===== src/rtl/ahbl_cmd_master.sv =====
`default_nettype none
// ============================================================================
// Module      : ahbl_cmd_master
// Description : Single-outstanding AHB-Lite initiator. It turns one
//               valid/ready command into one NONSEQ transfer and returns a
//               single-cycle completion pulse with read data or an error.
//               Misaligned or oversized commands complete with an error and
//               never reach the bus.
// Ports       : HCLK, HRESETn          - clock, async active-low reset
//               cmd_valid/cmd_ready    - command handshake
//               cmd_write/addr/size/wdata - command payload (wdata lane-placed)
//               rsp_valid/rsp_rdata/rsp_err - completion pulse and result
//               HADDR/HTRANS/HSIZE/HWRITE/HWDATA - AHB-Lite initiator outputs
//               HREADY/HRDATA          - AHB-Lite responder returns
// Options     : AHBL_CMD_MASTER_TIMEOUT_EN - abort a data phase after
//               TIMEOUT_CYCLES consecutive wait cycles (otherwise wait forever)
// Revision    : 1.0 - initial release
// ============================================================================
module ahbl_cmd_master #(
    parameter int unsigned TIMEOUT_CYCLES = 256
) (
    input  logic        HCLK,
    input  logic        HRESETn,
    input  logic        cmd_valid,
    output logic        cmd_ready,
    input  logic        cmd_write,
    input  logic [31:0] cmd_addr,
    input  logic [2:0]  cmd_size,
    input  logic [31:0] cmd_wdata,
    output logic        rsp_valid,
    output logic [31:0] rsp_rdata,
    output logic        rsp_err,
    output logic [31:0] HADDR,
    output logic [1:0]  HTRANS,
    output logic [2:0]  HSIZE,
    output logic        HWRITE,
    output logic [31:0] HWDATA,
    input  logic        HREADY,
    input  logic [31:0] HRDATA
);

    localparam logic [1:0]  c_ST_IDLE  = 2'd0;
    localparam logic [1:0]  c_ST_ADDR  = 2'd1;
    localparam logic [1:0]  c_ST_DATA  = 2'd2;
    localparam logic [1:0]  c_ST_RESP  = 2'd3;
    localparam logic [1:0]  c_TRANS_IDLE   = 2'b00;
    localparam logic [1:0]  c_TRANS_NONSEQ = 2'b10;
    localparam logic [31:0] c_ERR_RDATA    = 32'hBADD_BEEF;

    if (TIMEOUT_CYCLES < 2 || TIMEOUT_CYCLES > 65535) begin : g_bad_timeout
        $error("ahbl_cmd_master: TIMEOUT_CYCLES must be in 2..65535");
    end

    logic [1:0]  state_q,     state_d;
    logic        cmd_ready_q, cmd_ready_d;
    logic        rsp_valid_q, rsp_valid_d;
    logic        rsp_err_q,   rsp_err_d;
    logic [31:0] rsp_rdata_q, rsp_rdata_d;
    logic [31:0] haddr_q,     haddr_d;
    logic [1:0]  htrans_q,    htrans_d;
    logic [2:0]  hsize_q,     hsize_d;
    logic        hwrite_q,    hwrite_d;
    logic [31:0] hwdata_q,    hwdata_d;
    logic [31:0] wdata_q,     wdata_d;
    logic        w_cmd_illegal;

`ifdef AHBL_CMD_MASTER_TIMEOUT_EN
    localparam logic [15:0] c_WAIT_LAST = 16'(TIMEOUT_CYCLES - 1);
    logic [15:0] wait_cnt_q, wait_cnt_d;
`endif

    always_comb begin
        w_cmd_illegal = (cmd_size > 3'd2)
                      | ((cmd_size == 3'd1) & cmd_addr[0])
                      | ((cmd_size == 3'd2) & (cmd_addr[1:0] != 2'b00));
    end

    always_comb begin
        state_d     = state_q;
        rsp_valid_d = 1'b0;     // completion flags live for the RESP cycle only
        rsp_err_d   = 1'b0;
        rsp_rdata_d = rsp_rdata_q;
        haddr_d     = haddr_q;
        htrans_d    = htrans_q;
        hsize_d     = hsize_q;
        hwrite_d    = hwrite_q;
        hwdata_d    = hwdata_q;
        wdata_d     = wdata_q;
`ifdef AHBL_CMD_MASTER_TIMEOUT_EN
        wait_cnt_d  = wait_cnt_q;
`endif
        case (state_q)
            c_ST_IDLE: begin
                if (cmd_valid && cmd_ready_q) begin
                    if (w_cmd_illegal) begin
                        state_d     = c_ST_RESP;
                        rsp_valid_d = 1'b1;
                        rsp_err_d   = 1'b1;
                        rsp_rdata_d = c_ERR_RDATA;
                    end else begin
                        state_d  = c_ST_ADDR;
                        htrans_d = c_TRANS_NONSEQ;
                        haddr_d  = cmd_addr;
                        hsize_d  = {1'b0, cmd_size[1:0]};
                        hwrite_d = cmd_write;
                        wdata_d  = cmd_wdata;
                    end
                end
            end
            c_ST_ADDR: begin
                // Address outputs simply hold while the responder stalls.
                if (HREADY) begin
                    state_d  = c_ST_DATA;
                    htrans_d = c_TRANS_IDLE;
                    hwdata_d = wdata_q;
`ifdef AHBL_CMD_MASTER_TIMEOUT_EN
                    wait_cnt_d = 16'd0;
`endif
                end
            end
            c_ST_DATA: begin
                if (HREADY) begin
                    state_d     = c_ST_RESP;
                    rsp_valid_d = 1'b1;
                    rsp_rdata_d = hwrite_q ? 32'd0 : HRDATA;
                end
`ifdef AHBL_CMD_MASTER_TIMEOUT_EN
                else if (wait_cnt_q == c_WAIT_LAST) begin
                    // This stall is the TIMEOUT_CYCLES-th in a row: give up.
                    state_d     = c_ST_RESP;
                    rsp_valid_d = 1'b1;
                    rsp_err_d   = 1'b1;
                    rsp_rdata_d = c_ERR_RDATA;
                end else begin
                    wait_cnt_d = wait_cnt_q + 16'd1;
                end
`else
                // Without the timeout option the data phase waits forever.
`endif
            end
            default: begin
                state_d = c_ST_IDLE;
            end
        endcase
        // Registered ready tracks the state being entered, so it is high
        // exactly while in IDLE and rises on the first edge after reset.
        cmd_ready_d = (state_d == c_ST_IDLE);
    end

    always_ff @(posedge HCLK or negedge HRESETn) begin
        if (!HRESETn) begin
            state_q     <= c_ST_IDLE;
            cmd_ready_q <= 1'b0;
            rsp_valid_q <= 1'b0;
            rsp_err_q   <= 1'b0;
            rsp_rdata_q <= 32'd0;
            haddr_q     <= 32'd0;
            htrans_q    <= c_TRANS_IDLE;
            hsize_q     <= 3'd0;
            hwrite_q    <= 1'b0;
            hwdata_q    <= 32'd0;
            wdata_q     <= 32'd0;
        end else begin
            state_q     <= state_d;
            cmd_ready_q <= cmd_ready_d;
            rsp_valid_q <= rsp_valid_d;
            rsp_err_q   <= rsp_err_d;
            rsp_rdata_q <= rsp_rdata_d;
            haddr_q     <= haddr_d;
            htrans_q    <= htrans_d;
            hsize_q     <= hsize_d;
            hwrite_q    <= hwrite_d;
            hwdata_q    <= hwdata_d;
            wdata_q     <= wdata_d;
        end
    end

`ifdef AHBL_CMD_MASTER_TIMEOUT_EN
    always_ff @(posedge HCLK or negedge HRESETn) begin
        if (!HRESETn) begin
            wait_cnt_q <= 16'd0;
        end else begin
            wait_cnt_q <= wait_cnt_d;
        end
    end
`endif

    assign cmd_ready = cmd_ready_q;
    assign rsp_valid = rsp_valid_q;
    assign rsp_err   = rsp_err_q;
    assign rsp_rdata = rsp_rdata_q;
    assign HADDR     = haddr_q;
    assign HTRANS    = htrans_q;
    assign HSIZE     = hsize_q;
    assign HWRITE    = hwrite_q;
    assign HWDATA    = hwdata_q;

endmodule
`default_nettype wire


===== config.mk =====
export PLATFORM = sky130hd
export DESIGN_NAME = ahbl_cmd_master
export DESIGN_NICKNAME = d
export VERILOG_FILES = /design/src/rtl/ahbl_cmd_master.sv
export SDC_FILE = /design/constraint.sdc
export NUM_CORES = 1
export LEC_CHECK = 0
export CELL_PAD_IN_SITES_DETAIL_PLACEMENT = 1
export CELL_PAD_IN_SITES_GLOBAL_PLACEMENT = 1
export CORE_UTILIZATION = 37
export CTS_BUF_LIST = sky130_fd_sc_hd__clkbuf_16
export DETAILED_ROUTE_END_ITERATION = 7
export PLACE_DENSITY_LB_ADDON = 0.25
export SLEW_MARGIN = 20
export SYNTH_ARGS = -nofsm -noshare
export SYNTH_HDL_FRONTEND = slang
export SYNTH_SLANG_ARGS = --single-unit

===== constraint.sdc =====
create_clock -name HCLK -period 3.34 [get_ports HCLK]
set_input_delay 0.334 -clock HCLK [delete_from_list [all_inputs] [get_ports HCLK]]
set_output_delay 0.334 -clock HCLK [all_outputs]
set_load 0.02 [all_outputs]

==> results of run 1 <==
==> cell families (layout without fill, tap and decap cells) <==
logic type                Yosys count  count (layout)  share of synthesized area
other                               1               2                   0.000697
AOI/OAI and AO/OA                  59              59                     0.0738
buffers and inverters              48             269                     0.0409
muxes                              99              99                      0.207
and+or+nand+nor                    30              30                     0.0382
xor gates and xnor gates            1               1                    0.00163
DFF                               137             137                      0.638
==> power groups by stage <==
stage	clock network (W)	logic (W)	registers (W)
6_report	0.00199	0.00316	0.00290
2_1_floorplan	0	0.000977	0.00349
5_1_grt	0.00211	0.00338	0.00301
3_5_place_dp	0	0.00319	0.00293
3_3_place_gp	0	0.00309	0.00286
4_1_cts	0.00204	0.00322	0.00292
==> how the worst max path moves through the flow <==
stage                               startpoint                    end  slack [ns]  depth (start not counted)
after floorplan           state_q[1]$_DFF_PN0_   HADDR[0]$_DFFE_PN0P_        1.76                          5
after global placement             cmd_size[0]  HADDR[23]$_DFFE_PN0P_         1.0                          5
after detailed placement           cmd_size[0]  HADDR[18]$_DFFE_PN0P_        0.92                          5
after CTS                   HWRITE$_DFFE_PN0P_                 HWRITE        0.81                          1
after global routing        HWRITE$_DFFE_PN0P_                 HWRITE        0.74                          1
final                       HWRITE$_DFFE_PN0P_                 HWRITE        0.85                          1
==> cells in the mapped netlist, drive strengths merged <==
library cell,count,area (um2)
conb,1,3.75
a211oi,1,12.5
clkbuf,8,30.0
xor2,1,8.76
inv,24,90.1
and4bb,1,12.5
o31a,24,210
nand3b,11,82.6
buf,16,100
and3b,1,8.76
nor2,2,7.51
nand2b,2,12.5
a21oi,1,5.00
nor3b,1,18.8
dfrtp,137,3430
mux2,99,1110
o21ai,33,169
nand2,11,41.3
nor4,1,21.3
==> layer usage <==
layer	vias up	global-route usage	routed length (um)
met3	22	0.0818	1160
met1	1907	0.225	5460
met2	135	0.344	7200
met4	0	0.0846	316
met5	-	0	0
li1	1727	-	-
==> stage by stage <==
step | instance area [um2] | hold slack [ns] | worst slack [ns] | power (W)
6_report | 8250 | 0.0558 | 0.852 | 0.00806
5_1_grt | 8250 | 0.123 | 0.745 | 0.00850
4_1_cts | 8250 | 0.0881 | 0.809 | 0.00818
3_5_place_dp | 7610 | 0.484 | 0.925 | 0.00612
3_3_place_gp | 7610 | 0.462 | 0.998 | 0.00595
2_1_floorplan | 5380 | 0.0384 | 1.76 | 0.00447
==> sequential cells by signal, summed over array words and instances (netlist names) <==
signal	count
HSIZE	2
cmd_ready	1
HWDATA	32
rsp_valid	1
HADDR	32
rsp_rdata	32
HTRANS	1
state_q	2
wdata_q	32
HWRITE	1
rsp_err	1
==> cell type report <==
class                      instances  area, um2  area share
clock inverter                    15        209      0.0253
inverter                          24       90.1      0.0109
multi-input combinational        191       1740       0.211
tap                              180        225      0.0273
clock buffer                      17        425      0.0516
sequential                       137       3430       0.416
timing repair buffer             213       2130       0.258
==> metrics.txt, run 1 <==
# TYPE chip_impl_metric gauge
chip_impl_info{name="run_status",value="complete, no violations"} 1
chip_impl_metric{name="clk-insertion-delay-late",unit="ns"} 0.42
chip_impl_metric{name="chipWidth",unit="um"} 123
chip_impl_metric{name="timing.final.hold_violations",unit=""} 0
chip_impl_metric{name="detail_route.wirelength",unit="um"} 14100
chip_impl_metric{name="initial_utilization",unit=""} 0.383
chip_impl_metric{name="routabilityCongestion",unit=""} 0.719
chip_impl_metric{name="ios",unit=""} 209
chip_impl_metric{name="layout.core_utilization",unit=""} 0.587
chip_impl_metric{name="ys_seq_area_frac",unit=""} 0.638
chip_impl_metric{name="firstDrtPassIters",unit=""} 4
chip_impl_info{name="timing.critical_path.cells",value="clkdlybuf4s50_1"} 1
chip_impl_metric{name="clkSlewWorstSetupHoldPaths",unit="ns"} 0.06
chip_impl_metric{name="peakVddDrop",unit="mV"} 0.426
chip_impl_metric{name="timing.max_cap.violations",unit=""} 0
chip_impl_metric{name="antenna-diode-count",unit=""} 0
chip_impl_metric{name="areaGrowthSynthToFinish",unit="%"} 53.4
chip_impl_metric{name="cts_inserted_buffers",unit=""} 17
chip_impl_metric{name="max-clock-path-buffers",unit=""} 2
chip_impl_metric{name="nets",unit=""} 688
chip_impl_info{name="crit_path_end_kind",value="output port"} 1
chip_impl_info{name="cts_root_buffer",value="clkbuf_16"} 1
chip_impl_metric{name="drv_slew",unit=""} 0
chip_impl_metric{name="power.density_cell_area",unit="nW/um2"} 977
chip_impl_metric{name="netlist-cell-type-count",unit=""} 23
chip_impl_metric{name="cts_hold_repair.buffers",unit=""} 0
chip_impl_metric{name="comb_power_share",unit=""} 0.393
chip_impl_metric{name="numClockSinks",unit=""} 137
chip_impl_metric{name="finClkSkew",unit="ns"} 0.00881
chip_impl_metric{name="postRouteAntennaNets",unit=""} 0
chip_impl_info{name="cp_top_family",value="flip-flops"} 1
chip_impl_info{name="critical_path.reg2reg.startpoint",value="state_q[1]$_DFF_PN0_"} 1
chip_impl_metric{name="reg2reg_setup_slack",unit="ns"} 1.45
chip_impl_metric{name="wire_per_inst",unit="um"} 18.2
chip_impl_metric{name="fin_tns_setup",unit="ns"} 0
chip_impl_metric{name="syn_area_per_cell",unit="um2"} 14.3
chip_impl_metric{name="final_period_minus_worst_setup_slack",unit="ns"} 2.49
chip_impl_metric{name="internal_power",unit="W"} 0.00544
chip_impl_metric{name="final-instance-count-excl-fill",unit=""} 777
chip_impl_metric{name="crit_fanout",unit=""} 34
chip_impl_metric{name="pin_count_of_the_biggest_net_entering_global_routing",unit=""} 108
chip_impl_metric{name="global_route.usage.total",unit=""} 0.203
chip_impl_metric{name="post_cts_resize_count",unit=""} 0
chip_impl_metric{name="detail_route.iter0.violations",unit=""} 92
chip_impl_metric{name="timing.max_slew.rel_slack",unit=""} 0.349
chip_impl_info{name="timing.rr.end",value="wdata_q[5]$_DFFE_PN0P_"} 1
chip_impl_metric{name="dr_total_vias",unit=""} 3791
chip_impl_metric{name="synthCells",unit=""} 375
chip_impl_info{name="layout_commonest_cell",value="clkdlybuf4s50_1"} 1
chip_impl_metric{name="detail_route.vias_per_cell",unit=""} 4.88
chip_impl_metric{name="power.static_leakage",unit="nW"} 3.61
chip_impl_metric{name="floorplan.die_area",unit="um2"} 15000
chip_impl_metric{name="finalSetupViolCount",unit=""} 0
chip_impl_info{name="rsz0062_at_grt",value="no"} 1
chip_impl_info{name="layout_common_cells",value="clkdlybuf4s50_1, dfrtp_1, mux2_2, o21ai_0, inv_1"} 1
chip_impl_metric{name="number_of_antenna_violations_at_the_first_check_in_global_routing",unit=""} 0
chip_impl_metric{name="netlist_area",unit="um2"} 5380
chip_impl_metric{name="final_layout_size_suffix_gt1_frac",unit=""} 0.206
chip_impl_metric{name="worst_ep_required_time",unit="ns"} 3.01
chip_impl_metric{name="fill_cells",unit=""} 1376
chip_impl_metric{name="clkPwrFrac",unit=""} 0.247
chip_impl_info{name="hold_path_class",value="input port to asynchronous set/reset pin"} 1
chip_impl_metric{name="dp_hpwl",unit="um"} 9810
chip_impl_metric{name="fmax",unit="MHz"} 402
chip_impl_metric{name="placeable_core_area",unit="um2"} 14000
chip_impl_metric{name="post-cts-setup-buffer-count",unit=""} 0
chip_impl_metric{name="worst-r2r-cell-count",unit=""} 4
chip_impl_metric{name="net-switching-power",unit="W"} 0.00262
chip_impl_metric{name="yosys_warnings",unit=""} 0
chip_impl_metric{name="htreeDepth",unit=""} 4
chip_impl_metric{name="share_of_the_clock_period_used_by_the_worst_path_after_layout",unit=""} 0.745
chip_impl_metric{name="first_global_vias",unit=""} 4218
chip_impl_metric{name="wire_length_of_the_first_global_routing_pass",unit="um"} 22500
chip_impl_metric{name="pwr-share-seq",unit=""} 0.360
chip_impl_metric{name="drc_violation_count_after_routing",unit=""} 0
chip_impl_metric{name="die_height",unit="um"} 123
chip_impl_metric{name="path_buf_inv",unit=""} 1
chip_impl_metric{name="synth_seq_cells",unit=""} 137
chip_impl_metric{name="place_inst",unit=""} 745
chip_impl_metric{name="worst-slew-pin-transition",unit="ns"} 0.976
chip_impl_metric{name="place.port_buffers",unit=""} 206
chip_impl_metric{name="worst_path_largest_cell_delay",unit="ns"} 0.98
chip_impl_metric{name="power.switching_fraction",unit=""} 0.325
chip_impl_info{name="cts_tree",value="yes"} 1
chip_impl_metric{name="global_route_congestion_overflow_total",unit=""} 0
chip_impl_metric{name="signal_arrival_time_at_the_worst_endpoint",unit="ns"} 2.15
chip_impl_info{name="cp_slowest_cell",value="dfrtp_1"} 1
chip_impl_metric{name="num_rows",unit=""} 43
chip_impl_info{name="timing_worst_setup_path_type",value="flip-flop to output port"} 1
chip_impl_info{name="startpoint_type",value="flip-flop"} 1
(Power assumes the default switching activity.)
==> inputs of run 2 (changes only) <==
- CORE_UTILIZATION: 37 -> 31
- clock period: 3.34 -> 2.18 ns (I/O delays scaled with it)
==> run 2 against run 1 <==
Compared with the run above: cell count is 6.0% higher; cell area rose by 1.1%; wire length decreased by 0.30%; flip-flop and latch count stayed put; critical path type is now flip-flop to flip-flop; highest routed layer unchanged.
==> metrics.txt, run 2 (synthesized netlist as in run 1, its figures left out) <==
# TYPE chip_impl_metric gauge
chip_impl_info{name="layout_commonest_cell",value="clkdlybuf4s50_1"} 1
chip_impl_metric{name="chipWidth",unit="um"} 134
chip_impl_metric{name="placeable_core_area",unit="um2"} 16800
chip_impl_metric{name="number_of_antenna_violations_at_the_first_check_in_global_routing",unit=""} 0
chip_impl_info{name="layout_common_cells",value="clkdlybuf4s50_1, dfrtp_1, mux2_2, o21ai_0, inv_1"} 1
chip_impl_metric{name="num_rows",unit=""} 47
chip_impl_metric{name="worst-slew-pin-transition",unit="ns"} 0.506
chip_impl_metric{name="power.static_leakage",unit="nW"} 3.64
chip_impl_metric{name="crit_fanout",unit=""} 27
chip_impl_metric{name="share_of_the_clock_period_used_by_the_worst_path_after_layout",unit=""} 0.802
chip_impl_metric{name="floorplan.die_area",unit="um2"} 17900
chip_impl_metric{name="final_period_minus_worst_setup_slack",unit="ns"} 1.75
chip_impl_metric{name="max-clock-path-buffers",unit=""} 2
chip_impl_metric{name="areaGrowthSynthToFinish",unit="%"} 55.1
chip_impl_info{name="cp_top_family",value="flip-flops"} 1
chip_impl_metric{name="global_route_congestion_overflow_total",unit=""} 0
chip_impl_metric{name="final_layout_size_suffix_gt1_frac",unit=""} 0.212
chip_impl_metric{name="reg2reg_setup_slack",unit="ns"} 0.43
chip_impl_info{name="run_status",value="complete, no violations"} 1
chip_impl_metric{name="finClkSkew",unit="ns"} 0.00735
chip_impl_metric{name="drc_violation_count_after_routing",unit=""} 0
chip_impl_metric{name="clkSlewWorstSetupHoldPaths",unit="ns"} 0.06
chip_impl_metric{name="place.port_buffers",unit=""} 206
chip_impl_metric{name="post-cts-setup-buffer-count",unit=""} 0
chip_impl_info{name="cp_common_cell",value="buf_12"} 1
chip_impl_info{name="crit_path_end_kind",value="flip-flop"} 1
chip_impl_metric{name="first_global_vias",unit=""} 4316
chip_impl_metric{name="routabilityCongestion",unit=""} 0.717
chip_impl_info{name="startpoint_type",value="flip-flop"} 1
chip_impl_metric{name="pin_count_of_the_biggest_net_entering_global_routing",unit=""} 57
chip_impl_metric{name="signal_arrival_time_at_the_worst_endpoint",unit="ns"} 2.04
chip_impl_metric{name="cts_inserted_buffers",unit=""} 17
chip_impl_metric{name="detail_route.iter0.violations",unit=""} 90
chip_impl_metric{name="initial_utilization",unit=""} 0.321
chip_impl_metric{name="postRouteAntennaNets",unit=""} 0
chip_impl_metric{name="final-instance-count-excl-fill",unit=""} 824
chip_impl_info{name="cp_slowest_cell",value="dfrtp_1"} 1
chip_impl_metric{name="timing.max_cap.violations",unit=""} 0
chip_impl_metric{name="path_buf_inv",unit=""} 2
chip_impl_metric{name="detail_route.wirelength",unit="um"} 14100
chip_impl_metric{name="clk-insertion-delay-late",unit="ns"} 0.41
chip_impl_metric{name="dp_hpwl",unit="um"} 10000
chip_impl_metric{name="dr_total_vias",unit=""} 3794
chip_impl_metric{name="timing.max_slew.rel_slack",unit=""} 0.663
chip_impl_metric{name="numClockSinks",unit=""} 137
chip_impl_metric{name="wire_length_of_the_first_global_routing_pass",unit="um"} 23000
chip_impl_metric{name="global_route.usage.total",unit=""} 0.170
chip_impl_metric{name="worst_ep_required_time",unit="ns"} 2.47
chip_impl_info{name="timing_worst_setup_path_type",value="flip-flop to flip-flop"} 1
chip_impl_metric{name="multi_input_comb_area",unit="um2"} 1740
chip_impl_metric{name="wire_per_inst",unit="um"} 17.1
chip_impl_metric{name="htreeDepth",unit=""} 4
chip_impl_metric{name="peakVddDrop",unit="mV"} 0.732
chip_impl_metric{name="fill_cells",unit=""} 1687
chip_impl_metric{name="nets",unit=""} 695
chip_impl_metric{name="detail_route.vias_per_cell",unit=""} 4.60
chip_impl_metric{name="timing.hold.ws",unit="ns"} 0.323
chip_impl_metric{name="finalSetupViolCount",unit=""} 0
chip_impl_metric{name="timing.final.hold_violations",unit=""} 0
chip_impl_metric{name="ios",unit=""} 209
chip_impl_info{name="rsz0062_at_grt",value="no"} 1
chip_impl_metric{name="fmax",unit="MHz"} 572
chip_impl_info{name="cts_tree",value="yes"} 1
chip_impl_metric{name="worst_path_largest_cell_delay",unit="ns"} 0.44
chip_impl_info{name="timing.critical_path.cells",value="and4bb_2 > o21ai_4 > buf_12 > buf_12 > mux2_2"} 1
chip_impl_info{name="hold_path_class",value="input port to asynchronous set/reset pin"} 1
chip_impl_info{name="cts_root_buffer",value="clkbuf_16"} 1
chip_impl_metric{name="firstDrtPassIters",unit=""} 4
chip_impl_metric{name="place_inst",unit=""} 791
chip_impl_metric{name="drv_slew",unit=""} 0
chip_impl_metric{name="fin_tns_setup",unit="ns"} 0
chip_impl_metric{name="antenna-diode-count",unit=""} 0
chip_impl_metric{name="die_height",unit="um"} 134
chip_impl_metric{name="power.density_cell_area",unit="nW/um2"} 1450
chip_impl_metric{name="area.sequential",unit="um2"} 3430
==> run 2: final timing paths <==
check / from / endpoint / cells after the start
min in group HCLK: cmd_addr[5] / HADDR[5]$_DFFE_PN0P_ / 2
max in group asynchronous: HRESETn / rsp_rdata[9]$_DFFE_PN0P_ / 3
min reg2reg: wdata_q[26]$_DFFE_PN0P_ / wdata_q[26]$_DFFE_PN0P_ / 1
min: HRESETn / wdata_q[17]$_DFFE_PN0P_ / 2
max reg2reg: state_q[1]$_DFF_PN0_ / HADDR[23]$_DFFE_PN0P_ / 5
max: state_q[1]$_DFF_PN0_ / HADDR[23]$_DFFE_PN0P_ / 5
==> run 2: where the power goes <==
group / internal (W) / switching (W)
sequential: 0.00373 / 0.000648
clock: 0.00166 / 0.00106
combinational: 0.00265 / 0.00230
==> run 2: area by class of cell <==
| type | instances | share of cell area |
|---|---|---|
| Sequential cell | 137 | 0.411 |
| Clock buffer | 17 | 0.0510 |
| Timing Repair Buffer | 220 | 0.269 |
| Clock inverter | 15 | 0.0162 |
| Multi-Input combinational cell | 191 | 0.209 |
| Tap cell | 220 | 0.0330 |
| Inverter | 24 | 0.0108 |
==> run 2: timing repair <==
| action | 4_1_cts | 5_1_grt |
|---|---|---|
| resized for setup | 0 | 0 |
| hold buffers | 1 | 0 |
| hold endpoints to repair | 51 | 0 |
==> run 2: routing by layer <==
metal / vias to the layer above / global-route usage / wire length (um)
li1: 1742 / - / -
met1: 1899 / 0.190 / 5480
met2: 135 / 0.280 / 7050
met3: 18 / 0.0750 / 1330
met4: 0 / 0.0739 / 242
met5: - / 0 / 0
==> run 2: stage by stage <==
stage	power (W)	area, um2	utilization	setup WS, ns
floorplan	0.00685	5380	-	0.603
global placement	0.00924	7770	0.464	0.188
detailed placement	0.00942	7770	0.464	0.0597
CTS	0.0123	8340	0.498	0.408
global route	0.0128	8340	0.498	0.341
finish	0.0121	8340	0.498	0.432
